**config.mk**
```make
export PLATFORM = sky130hd
export DESIGN_NAME = alu_8_bit_bist
export DESIGN_NICKNAME = d
export VERILOG_FILES = /design/src/rtl/alu_bist_pkg.sv /design/src/rtl/lfsr16.sv /design/src/rtl/alu_8_bit_bist.sv
export SDC_FILE = /design/constraint.sdc
export NUM_CORES = 1
export LEC_CHECK = 0
export ABC_AREA = 1
export CORE_MARGIN = 3
export CORE_UTILIZATION = 29
export DETAILED_ROUTE_END_ITERATION = 6
export GPL_TIMING_DRIVEN = 1
export PLACE_DENSITY = 0.57
export SLEW_MARGIN = 20
export SYNTH_ARGS = -nofsm -noshare
export SYNTH_HDL_FRONTEND = slang
export SYNTH_HIERARCHICAL = 1
export SYNTH_SLANG_ARGS = --single-unit
```
**constraint.sdc**
```tcl
create_clock -name clk_i -period 1.8 [get_ports clk_i]
set_input_delay 0.36 -clock clk_i [delete_from_list [all_inputs] [get_ports clk_i]]
set_output_delay 0.36 -clock clk_i [all_outputs]
set_load 0.03 [all_outputs]
```
**src/rtl/alu_bist_pkg.sv**
```systemverilog
// alu_bist_pkg: shared encodings and step functions for the ALU self-test controller
package alu_bist_pkg;
    typedef enum logic [1:0] {IDLE = 2'd0, RUN = 2'd1, CHECK = 2'd2, DONE = 2'd3} state_t;
    localparam logic [15:0] LFSR_TAPS = 16'hB400;
    localparam logic [15:0] MISR_POLY = 16'h1021;
    localparam logic [15:0] ZERO_SEED_SUB = 16'h0001;
    function automatic logic [15:0] lfsr_step(input logic [15:0] l);
        return {l[14:0], ^(l & LFSR_TAPS)};
    endfunction
    function automatic logic [15:0] misr_step(input logic [15:0] m, input logic [7:0] d);
        return {m[14:0], 1'b0} ^ (m[15] ? MISR_POLY : 16'h0000) ^ {8'h00, d};
    endfunction
endpackage

```
**src/rtl/lfsr16.sv**
```systemverilog
// lfsr16: operand generator; its register doubles as the a/b output flops, so it is zero outside a run
module lfsr16
    import alu_bist_pkg::*;
#(
    parameter logic [15:0] SEED = 16'hACE1
) (
    input  logic        clk_i,
    input  logic        rst_i,
    input  logic        clr_i,
    input  logic        load_i,
    input  logic        adv_i,
    output logic [15:0] q_o
);
    always_ff @(posedge clk_i) begin
        if (rst_i || clr_i) q_o <= 16'h0000;
        else if (load_i) q_o <= SEED;
        else if (adv_i) q_o <= lfsr_step(q_o);
    end
endmodule

```
**src/rtl/alu_8_bit_bist.sv**
```systemverilog
// alu_8_bit_bist: sweeps LFSR operand pairs through all opcodes and compacts alu_i into a MISR signature
module alu_8_bit_bist
    import alu_bist_pkg::*;
#(
    parameter int          NUM_VECTORS = 64,
    parameter logic [15:0] LFSR_SEED   = 16'hACE1,
    parameter logic [15:0] GOLDEN_SIG  = 16'h0000
) (
    input  logic        clk_i,
    input  logic        rst_i,
    input  logic        start_i,
    output logic [7:0]  a_o,
    output logic [7:0]  b_o,
    output logic [2:0]  op_o,
    input  logic [7:0]  alu_i,
    output logic        busy_o,
    output logic        done_o,
    output logic        pass_o,
    output logic [15:0] signature_o
);
    localparam logic [15:0] SEED = (LFSR_SEED == 16'h0000) ? ZERO_SEED_SUB : LFSR_SEED;
    localparam logic [11:0] LAST_VEC = 12'(NUM_VECTORS - 1);
    state_t state, state_nxt;
    logic [11:0] vec;
    logic [15:0] misr;
    logic go, wrap, last;
    lfsr16 #(.SEED(SEED)) u_lfsr (
        .clk_i  (clk_i),
        .rst_i  (rst_i),
        .clr_i  (last),
        .load_i (go),
        .adv_i  (wrap),
        .q_o    ({a_o, b_o})
    );
    assign signature_o = misr;
    always_comb begin
        go = start_i && (state == IDLE || state == DONE);
        wrap = state == RUN && op_o == 3'd7;
        last = wrap && vec == LAST_VEC;
        state_nxt = go ? RUN : last ? CHECK : state == CHECK ? DONE : state;
        busy_o = state == RUN || state == CHECK;
        done_o = state == DONE;
    end
    always_ff @(posedge clk_i) begin
        if (rst_i) begin
            state <= IDLE;
            vec <= 12'd0;
            misr <= 16'h0000;
            op_o <= 3'd0;
            pass_o <= 1'b0;
        end else begin
            state <= state_nxt;
            vec <= go ? 12'd0 : wrap ? vec + 12'd1 : vec;
            misr <= go ? 16'h0000 : state == RUN ? misr_step(misr, alu_i) : misr;
            op_o <= (state == RUN && !last) ? op_o + 3'd1 : 3'd0;
            pass_o <= go ? 1'b0 : state == CHECK ? misr == GOLDEN_SIG : pass_o;
        end
    end
endmodule

```
# After elaboration in Yosys (flattened, before gate mapping)
# Index checks and enable logic that the tools add are counted.
dict set report word_totals {
  ff_bits 50
  latch_bits 0
  ramBits 0
  rom_bits 0
  output_inout_bits 38
  word_cells 41
  mem_count 0
}
dict set report op_classes {
  n_addsub 2
  multipliers 0
  div_mod_pow 0
  magnitude_cmp 0
  eq_ne 5
  shift 0
  n_mux 6
  bitwise_logic 3
  n_reduce_logical 17
}
# op count
set ops {}
lappend ops {{16-bit 2-to-1 mux} 2}
lappend ops {{16-bit logical NOT} 1}
lappend ops {{16-bit XOR reduction} 1}
lappend ops {{16-bit by 13-bit bitwise XOR with 16-bit output} 1}
lappend ops {{16-bit by 8-bit bitwise XOR with 16-bit output} 1}
lappend ops {{13-bit 2-to-1 mux} 1}
lappend ops {{12-bit by 1-bit adder with 12-bit output, second input constant} 1}
lappend ops {{12-bit by 6-bit equality test with 1-bit output, second input constant} 1}
lappend ops {{2-bit OR reduction} 3}
lappend ops {{2-bit equality test, second input constant} 2}
lappend ops {{1-bit logical AND} 4}
lappend ops {{2-bit 2-to-1 mux} 2}
lappend ops {{2-bit nonzero test} 2}
lappend ops {{3-bit by 1-bit adder with 3-bit output, second input constant} 1}
lappend ops {{3-bit equality test, second input constant} 1}
lappend ops {{1-bit logical OR} 3}
lappend ops {{3-bit nonzero test} 1}
lappend ops {{2-bit by 1-bit equality test with 1-bit output, second input constant} 1}
lappend ops {{2-bit logical NOT} 1}
lappend ops {{1-bit logical NOT} 1}
lappend ops {{1-bit 2-to-1 mux} 1}
lappend ops {{1-bit NOT} 1}

# Longest topological paths before layout
# Gate-level depths: netlist of the first run.
dict set report logic_depth {
  word_depth 7
  mapped_depth 14
  ltp_nobuf 11
}

# Cells and area by module
# The synthesis of the first run kept the hierarchy.
# mod n_inst cells_each area_each_um2 seq_area_each_um2
set by_module_without_submodules {}
lappend by_module_without_submodules {alu_8_bit_bist 1 230 1625.3 680.7}
lappend by_module_without_submodules {lfsr16 1 84 668.1 320.3}

# Worst setup path before layout of the first run
# Ideal clock, no wire load.
dict set report synth_timing {
  path_type {register to register}
  startpoint {reg op_o[0]}
  endpoint {reg u_lfsr.q_o[2]}
  setup_ps 66
  arrival_ps 2014
  setup_slack_ps -280
  stages_incl_launch_ff 14
  n_path_buf 2
  path_cell_list {dfxtp_1 ha_1 ha_1 nand2_2 inv_2 nand2_2 nor2_1 nand2_1 nor2_1 or2_1 buf_6 or2_0 buf_6 a21oi_2}
}
dict set report synth_between {
  elab_chain_len 5
}
# element line
set synth_rtl {}
lappend synth_rtl {{from (decl)} alu_8_bit_bist.sv:14} ;# output logic [2:0] op_o,
lappend synth_rtl {{from (signal assigned)} alu_8_bit_bist.sv:55} ;# op_o <= (state == RUN && !last) ? op_o + 3'd1 : 3'd0;
lappend synth_rtl {{3-bit equality test} alu_8_bit_bist.sv:38} ;# wrap = state == RUN && op_o == 3'd7;
lappend synth_rtl {{1-bit logical AND} alu_8_bit_bist.sv:38}
lappend synth_rtl {{net wrap} alu_8_bit_bist.sv:26} ;# logic go, wrap, last;
lappend synth_rtl {{1-bit logical AND} alu_8_bit_bist.sv:39} ;# last = wrap && vec == LAST_VEC;
lappend synth_rtl {{net last} alu_8_bit_bist.sv:26}
lappend synth_rtl {{1-bit logical OR} lfsr16.sv:15} ;# if (rst_i || clr_i) q_o <= 16'h0000;
lappend synth_rtl {{2-bit OR reduction (no line)} -}
lappend synth_rtl {{to (signal assigned)} lfsr16.sv:17} ;# else if (adv_i) q_o <= lfsr_step(q_o);
lappend synth_rtl {{to (decl)} lfsr16.sv:12} ;# output logic [15:0] q_o
# The timed path passes the listed nets, and every way through them passes these cells.
# A chain may end at the register's enable or synchronous reset.

# Worst setup path in the final report of the first run
dict set report layout_timing {
  startpoint {reg misr[5] (netlist: signature_o[5])}
  endpoint {out signature_o[5]}
}
# element line
set layout_lines {}
lappend layout_lines {{from (decl)} alu_8_bit_bist.sv:25} ;# logic [15:0] misr;
lappend layout_lines {{from (signal assigned)} alu_8_bit_bist.sv:54} ;# misr <= go ? 16'h0000 : state == RUN ? misr_step(misr, alu_i) : misr;
lappend layout_lines {{to (decl)} alu_8_bit_bist.sv:19} ;# output logic [15:0] signature_o
# No word-level cell between the ends.

==> results of run 1 <==
## cell usage after synthesis, drive strengths merged
cell    count
dfxtp      50
a211oi      4
inv        45
nor2       44
nand2      72
clkbuf      3
nor3        4
buf         7
clkinv      1
xnor2       1
nand4       2
nand3      14
o21ai      13
xor2        9
a21oi      32
a31oi       1
ha          6
or2         3
a221oi      3
## state kept, by name, indices dropped and copies added, names as in the netlist
register,flops
signature_o,16
u_lfsr/q_o,16
pass_o,1
op_o,3
state,2
vec,12
## final timing paths
path                     to  slack, ns  cells past startpoint
max          signature_o[5]       0.03                      1
min                 op_o[0]       0.44                      1
max reg2reg   u_lfsr/q_o[1]       0.07                     12
min reg2reg         op_o[0]       0.44                      1
## layer usage
metal  share of wire [%]  wire length (um)  up-vias  track usage (%)
met5                   0                 0        -                0
li1                    -                 -     1103                -
met3                 5.9               307        4            3.904
met1                  48              2503      940            15.65
met2                  45              2356       46            18.91
met4                 1.1                59        0            4.567
## layout make-up
class	instances	share of cell area, %
multi-input cells	208	34.97
inverters	46	5.624
flip-flops and latches	50	32.00
repair buffers	63	20.04
well taps	99	3.921
clock inverters	2	0.4752
clock buffers	6	2.970
## through the flow
step	utilization, %	worst slack [ns]	hold WS, ns
after floorplan	-	-0.06874	0.4291
after global placement	39.80	0.05604	0.4250
after CTS	41.25	0.005172	0.4462
after global routing	42.42	-0.004849	0.4750
final	42.42	0.03196	0.4449
after detailed placement	39.80	0.03232	0.4315
## kinds of logic after synthesis
group / synth area share [%]
AOI/OAI and AO/OA: 13.53
xor gates and xnor gates: 3.819
adders and majority gates: 3.273
buffers and inverters: 10.26
DFF: 43.64
and+or+nand+nor: 25.48
## repair_timing
| item | in CTS | in global routing |
|---|---|---|
| resized for setup | 1 | 16 |
| setup buffers | 0 | 6 |
| hold endpoints to repair | 0 | 0 |
| setup endpoints to repair | 1 | 21 |
| pin swaps | 0 | 5 |
## power groups by stage
| stage | Sequential (mW) | Combinational, mW | Clock, mW |
|---|---|---|---|
| floorplan | 1.25 | 0.144 | 0 |
| global placement | 1.19 | 0.329 | 0 |
| detailed placement | 1.20 | 0.331 | 0 |
| CTS | 1.17 | 0.332 | 0.773 |
| global route | 1.18 | 0.358 | 0.818 |
| finish | 1.17 | 0.328 | 0.745 |
## cells in the final DEF (no fill, tap or decap), types with 2 or more instances in the layout
| cell | synthesis | routed |
|---|---|---|
| sky130_fd_sc_hd__nand2_1 | 70 | 69 |
| sky130_fd_sc_hd__dlymetal6s2s_1 | 0 | 11 |
| sky130_fd_sc_hd__dfxtp_2 | 0 | 2 |
| sky130_fd_sc_hd__xor2_1 | 9 | 9 |
| sky130_fd_sc_hd__clkdlybuf4s50_1 | 0 | 35 |
| sky130_fd_sc_hd__a21oi_1 | 26 | 26 |
| sky130_fd_sc_hd__nor3_1 | 4 | 4 |
| sky130_fd_sc_hd__o21ai_0 | 13 | 13 |
| sky130_fd_sc_hd__nand4_1 | 2 | 2 |
| sky130_fd_sc_hd__inv_1 | 44 | 44 |
| sky130_fd_sc_hd__buf_4 | 1 | 14 |
| sky130_fd_sc_hd__a21oi_2 | 6 | 6 |
| sky130_fd_sc_hd__a221oi_1 | 3 | 3 |
| sky130_fd_sc_hd__dfxtp_4 | 0 | 2 |
| sky130_fd_sc_hd__clkinvlp_4 | 0 | 2 |
| sky130_fd_sc_hd__clkbuf_8 | 0 | 5 |
| sky130_fd_sc_hd__a211oi_1 | 4 | 4 |
| sky130_fd_sc_hd__nand3_2 | 3 | 3 |
| sky130_fd_sc_hd__nor2_4 | 1 | 2 |
| sky130_fd_sc_hd__nand3_1 | 11 | 11 |
| sky130_fd_sc_hd__ha_4 | 0 | 2 |
| sky130_fd_sc_hd__nor2_1 | 43 | 41 |
| sky130_fd_sc_hd__ha_1 | 6 | 4 |
| sky130_fd_sc_hd__dfxtp_1 | 50 | 46 |
| sky130_fd_sc_hd__nand2_4 | 0 | 2 |
==> metrics.txt, run 1 <==
# TYPE chip_impl_metric gauge
chip_impl_info{name="status",value="finished clean"} 1
chip_impl_metric{name="initialDrtViolationCount",unit=""} 86
chip_impl_metric{name="p_sw_share",unit="%"} 27.19
chip_impl_metric{name="finish.net_count",unit=""} 391
chip_impl_info{name="critPathLaunchType",value="flop"} 1
chip_impl_metric{name="share_comb_of_total_power",unit="%"} 14.6
chip_impl_metric{name="synth_largest_type_area_fraction",unit="%"} 43.64
chip_impl_metric{name="maxSlewHeadroom",unit="%"} 77.51
chip_impl_metric{name="total_half_perimeter_wirelength_after_legalization_and_detailed_placement",unit="um"} 3865
chip_impl_metric{name="dr_total_vias",unit=""} 2093
chip_impl_metric{name="clock_path_buffers",unit=""} 2
chip_impl_metric{name="final_antenna_net_count",unit=""} 0
chip_impl_metric{name="power_report.internal_total",unit="mW"} 1.633
chip_impl_metric{name="layout_worst_path_cycle_share",unit="%"} 98.22
chip_impl_metric{name="rows",unit=""} 31
chip_impl_info{name="cts.root.buffer_cell",value="sky130_fd_sc_hd__clkbuf_8"} 1
chip_impl_metric{name="die_h",unit="um"} 94.93
chip_impl_metric{name="clock_sinks",unit=""} 50
chip_impl_metric{name="initial_core_util",unit="%"} 30.80
chip_impl_metric{name="post-layout-total-power",unit="mW"} 2.243
chip_impl_info{name="critical_path.slowest_cell",value="sky130_fd_sc_hd__clkdlybuf4s50_1"} 1
chip_impl_metric{name="grt_start_max_net_pins",unit=""} 20
chip_impl_metric{name="synth.lib_cells_used.distinct",unit=""} 29
chip_impl_metric{name="numCtsBuffers",unit=""} 5
chip_impl_metric{name="grt_antenna_before_repair",unit=""} 0
chip_impl_metric{name="core_area",unit="um2"} 7447
chip_impl_metric{name="finalSetupViolCount",unit=""} 0
chip_impl_metric{name="die_area",unit="um2"} 9012
chip_impl_metric{name="synth-seq-area-share",unit="%"} 43.64
chip_impl_metric{name="crit_fanout",unit=""} 4
chip_impl_metric{name="layout-drive-gt1-share",unit="%"} 12.53
chip_impl_metric{name="total_leakage_power",unit="nW"} 1.509
chip_impl_metric{name="synthesis.yosys.warnings",unit=""} 6
chip_impl_metric{name="ys_seq_elements",unit=""} 50
chip_impl_metric{name="final_cell_count_without_fillers",unit=""} 474
chip_impl_metric{name="post_dp_cell_area",unit="um2"} 2964
chip_impl_metric{name="gate_count_post_synth",unit=""} 314
chip_impl_metric{name="drt-pass1-iter-count",unit=""} 4
chip_impl_info{name="path_delay_family",value="buffers and inverters"} 1
chip_impl_metric{name="gpl.final_weighted_congestion",unit=""} 0.7658
chip_impl_metric{name="design_area",unit="um2"} 3159
chip_impl_metric{name="filler_cell_count",unit=""} 761
chip_impl_info{name="worstSetupEndpointType",value="primary output"} 1
chip_impl_metric{name="timing.critical_path.arrival",unit="ns"} 1.41
chip_impl_info{name="tritoncts_clock_tree",value="done"} 1
chip_impl_info{name="synth_top_cell_by_area",value="sky130_fd_sc_hd__dfxtp_1"} 1
chip_impl_metric{name="avgViaCountPerCell",unit=""} 4.416
chip_impl_metric{name="maxClockFrequency",unit="MHz"} 565.6
chip_impl_metric{name="sequential_cell_area",unit="um2"} 1011
chip_impl_metric{name="timing_hold_violations_final",unit=""} 0
chip_impl_metric{name="first_pass_grt_wire_length",unit="um"} 8783
chip_impl_metric{name="cp_data_required_time",unit="ns"} 1.44
chip_impl_metric{name="net-switching-power",unit="uW"} 609.9
chip_impl_info{name="crit_path_start",value="signature_o[5]"} 1
chip_impl_metric{name="synthesis.area",unit="um2"} 2293
chip_impl_metric{name="grt_overflow_total",unit=""} 0
chip_impl_info{name="min_from",value="op_o[0]"} 1
chip_impl_metric{name="routed_wire_length_per_instance",unit="um"} 11.03
chip_impl_metric{name="area_taken_by_multi_input_logic_gates",unit="um2"} 1105
chip_impl_metric{name="h-tree-depth",unit=""} 2
chip_impl_metric{name="synthesized_nets",unit=""} 331
chip_impl_info{name="yosys-top-cells-area",value="sky130_fd_sc_hd__dfxtp_1, sky130_fd_sc_hd__nand2_1, sky130_fd_sc_hd__inv_1"} 1
chip_impl_info{name="min_path_type",value="reg -> reg"} 1
chip_impl_info{name="timing_worst_setup_path_type",value="reg -> out"} 1
chip_impl_metric{name="die_width",unit="um"} 94.93
chip_impl_metric{name="floorplan.io_pins",unit=""} 49
chip_impl_metric{name="power.share.sequential",unit="%"} 52.1
chip_impl_metric{name="avgSynthCellArea",unit="um2"} 7.304
chip_impl_metric{name="drv_cap",unit=""} 0
chip_impl_metric{name="holdBufCountCts",unit=""} 0
chip_impl_metric{name="power.share.clock",unit="%"} 33.2
chip_impl_metric{name="worstPathBufferInverterCount",unit=""} 1
chip_impl_metric{name="area.growth.synth_to_final",unit="%"} 37.75
chip_impl_metric{name="clock_insertion_delay_worst_skew",unit="ns"} 0.30
chip_impl_info{name="rsz0062_at_grt",value="true"} 1
chip_impl_metric{name="antenna-diode-count",unit=""} 0
chip_impl_metric{name="port_buffers",unit=""} 48
chip_impl_info{name="timing.critical_path.cells",value="clkdlybuf4s50_1"} 1
chip_impl_metric{name="final.setup_skew",unit="ns"} 0.006106
chip_impl_metric{name="routed_wirelength",unit="um"} 5226
chip_impl_info{name="worst_r2r_startpoint",value="op_o[0]"} 1
chip_impl_metric{name="report.final.slew_viol_count",unit=""} 0
chip_impl_metric{name="ir_drop",unit="mV"} 0.4352
chip_impl_metric{name="clkTransAtPathRegs",unit="ns"} 0.09
chip_impl_metric{name="vias_in_the_first_global_route",unit=""} 2016
chip_impl_metric{name="combined_global_route_utilization_of_all_metal_layers",unit="%"} 12.15
chip_impl_metric{name="min_period",unit="ns"} 1.768
chip_impl_metric{name="worstMarginPinSlew",unit="ns"} 0.3361
chip_impl_metric{name="post-place-cells",unit=""} 460
chip_impl_metric{name="drc",unit=""} 0
chip_impl_metric{name="power.density_cell_area",unit="nW/um2"} 709.9
chip_impl_metric{name="final_layout_setup_total_negative_slack",unit="ns"} 0
chip_impl_metric{name="worst_path_largest_cell_delay",unit="ns"} 0.70
No activity file was read; power rests on OpenSTA's default activity.
==> inputs of run 2 (changes only) <==
Settings changed: CTS_CLUSTER_DIAMETER from default to 200, RECOVER_POWER from default to 100.
==> results of run 2 <==
Final layout, timing and power as in run 1 (identical DEF).
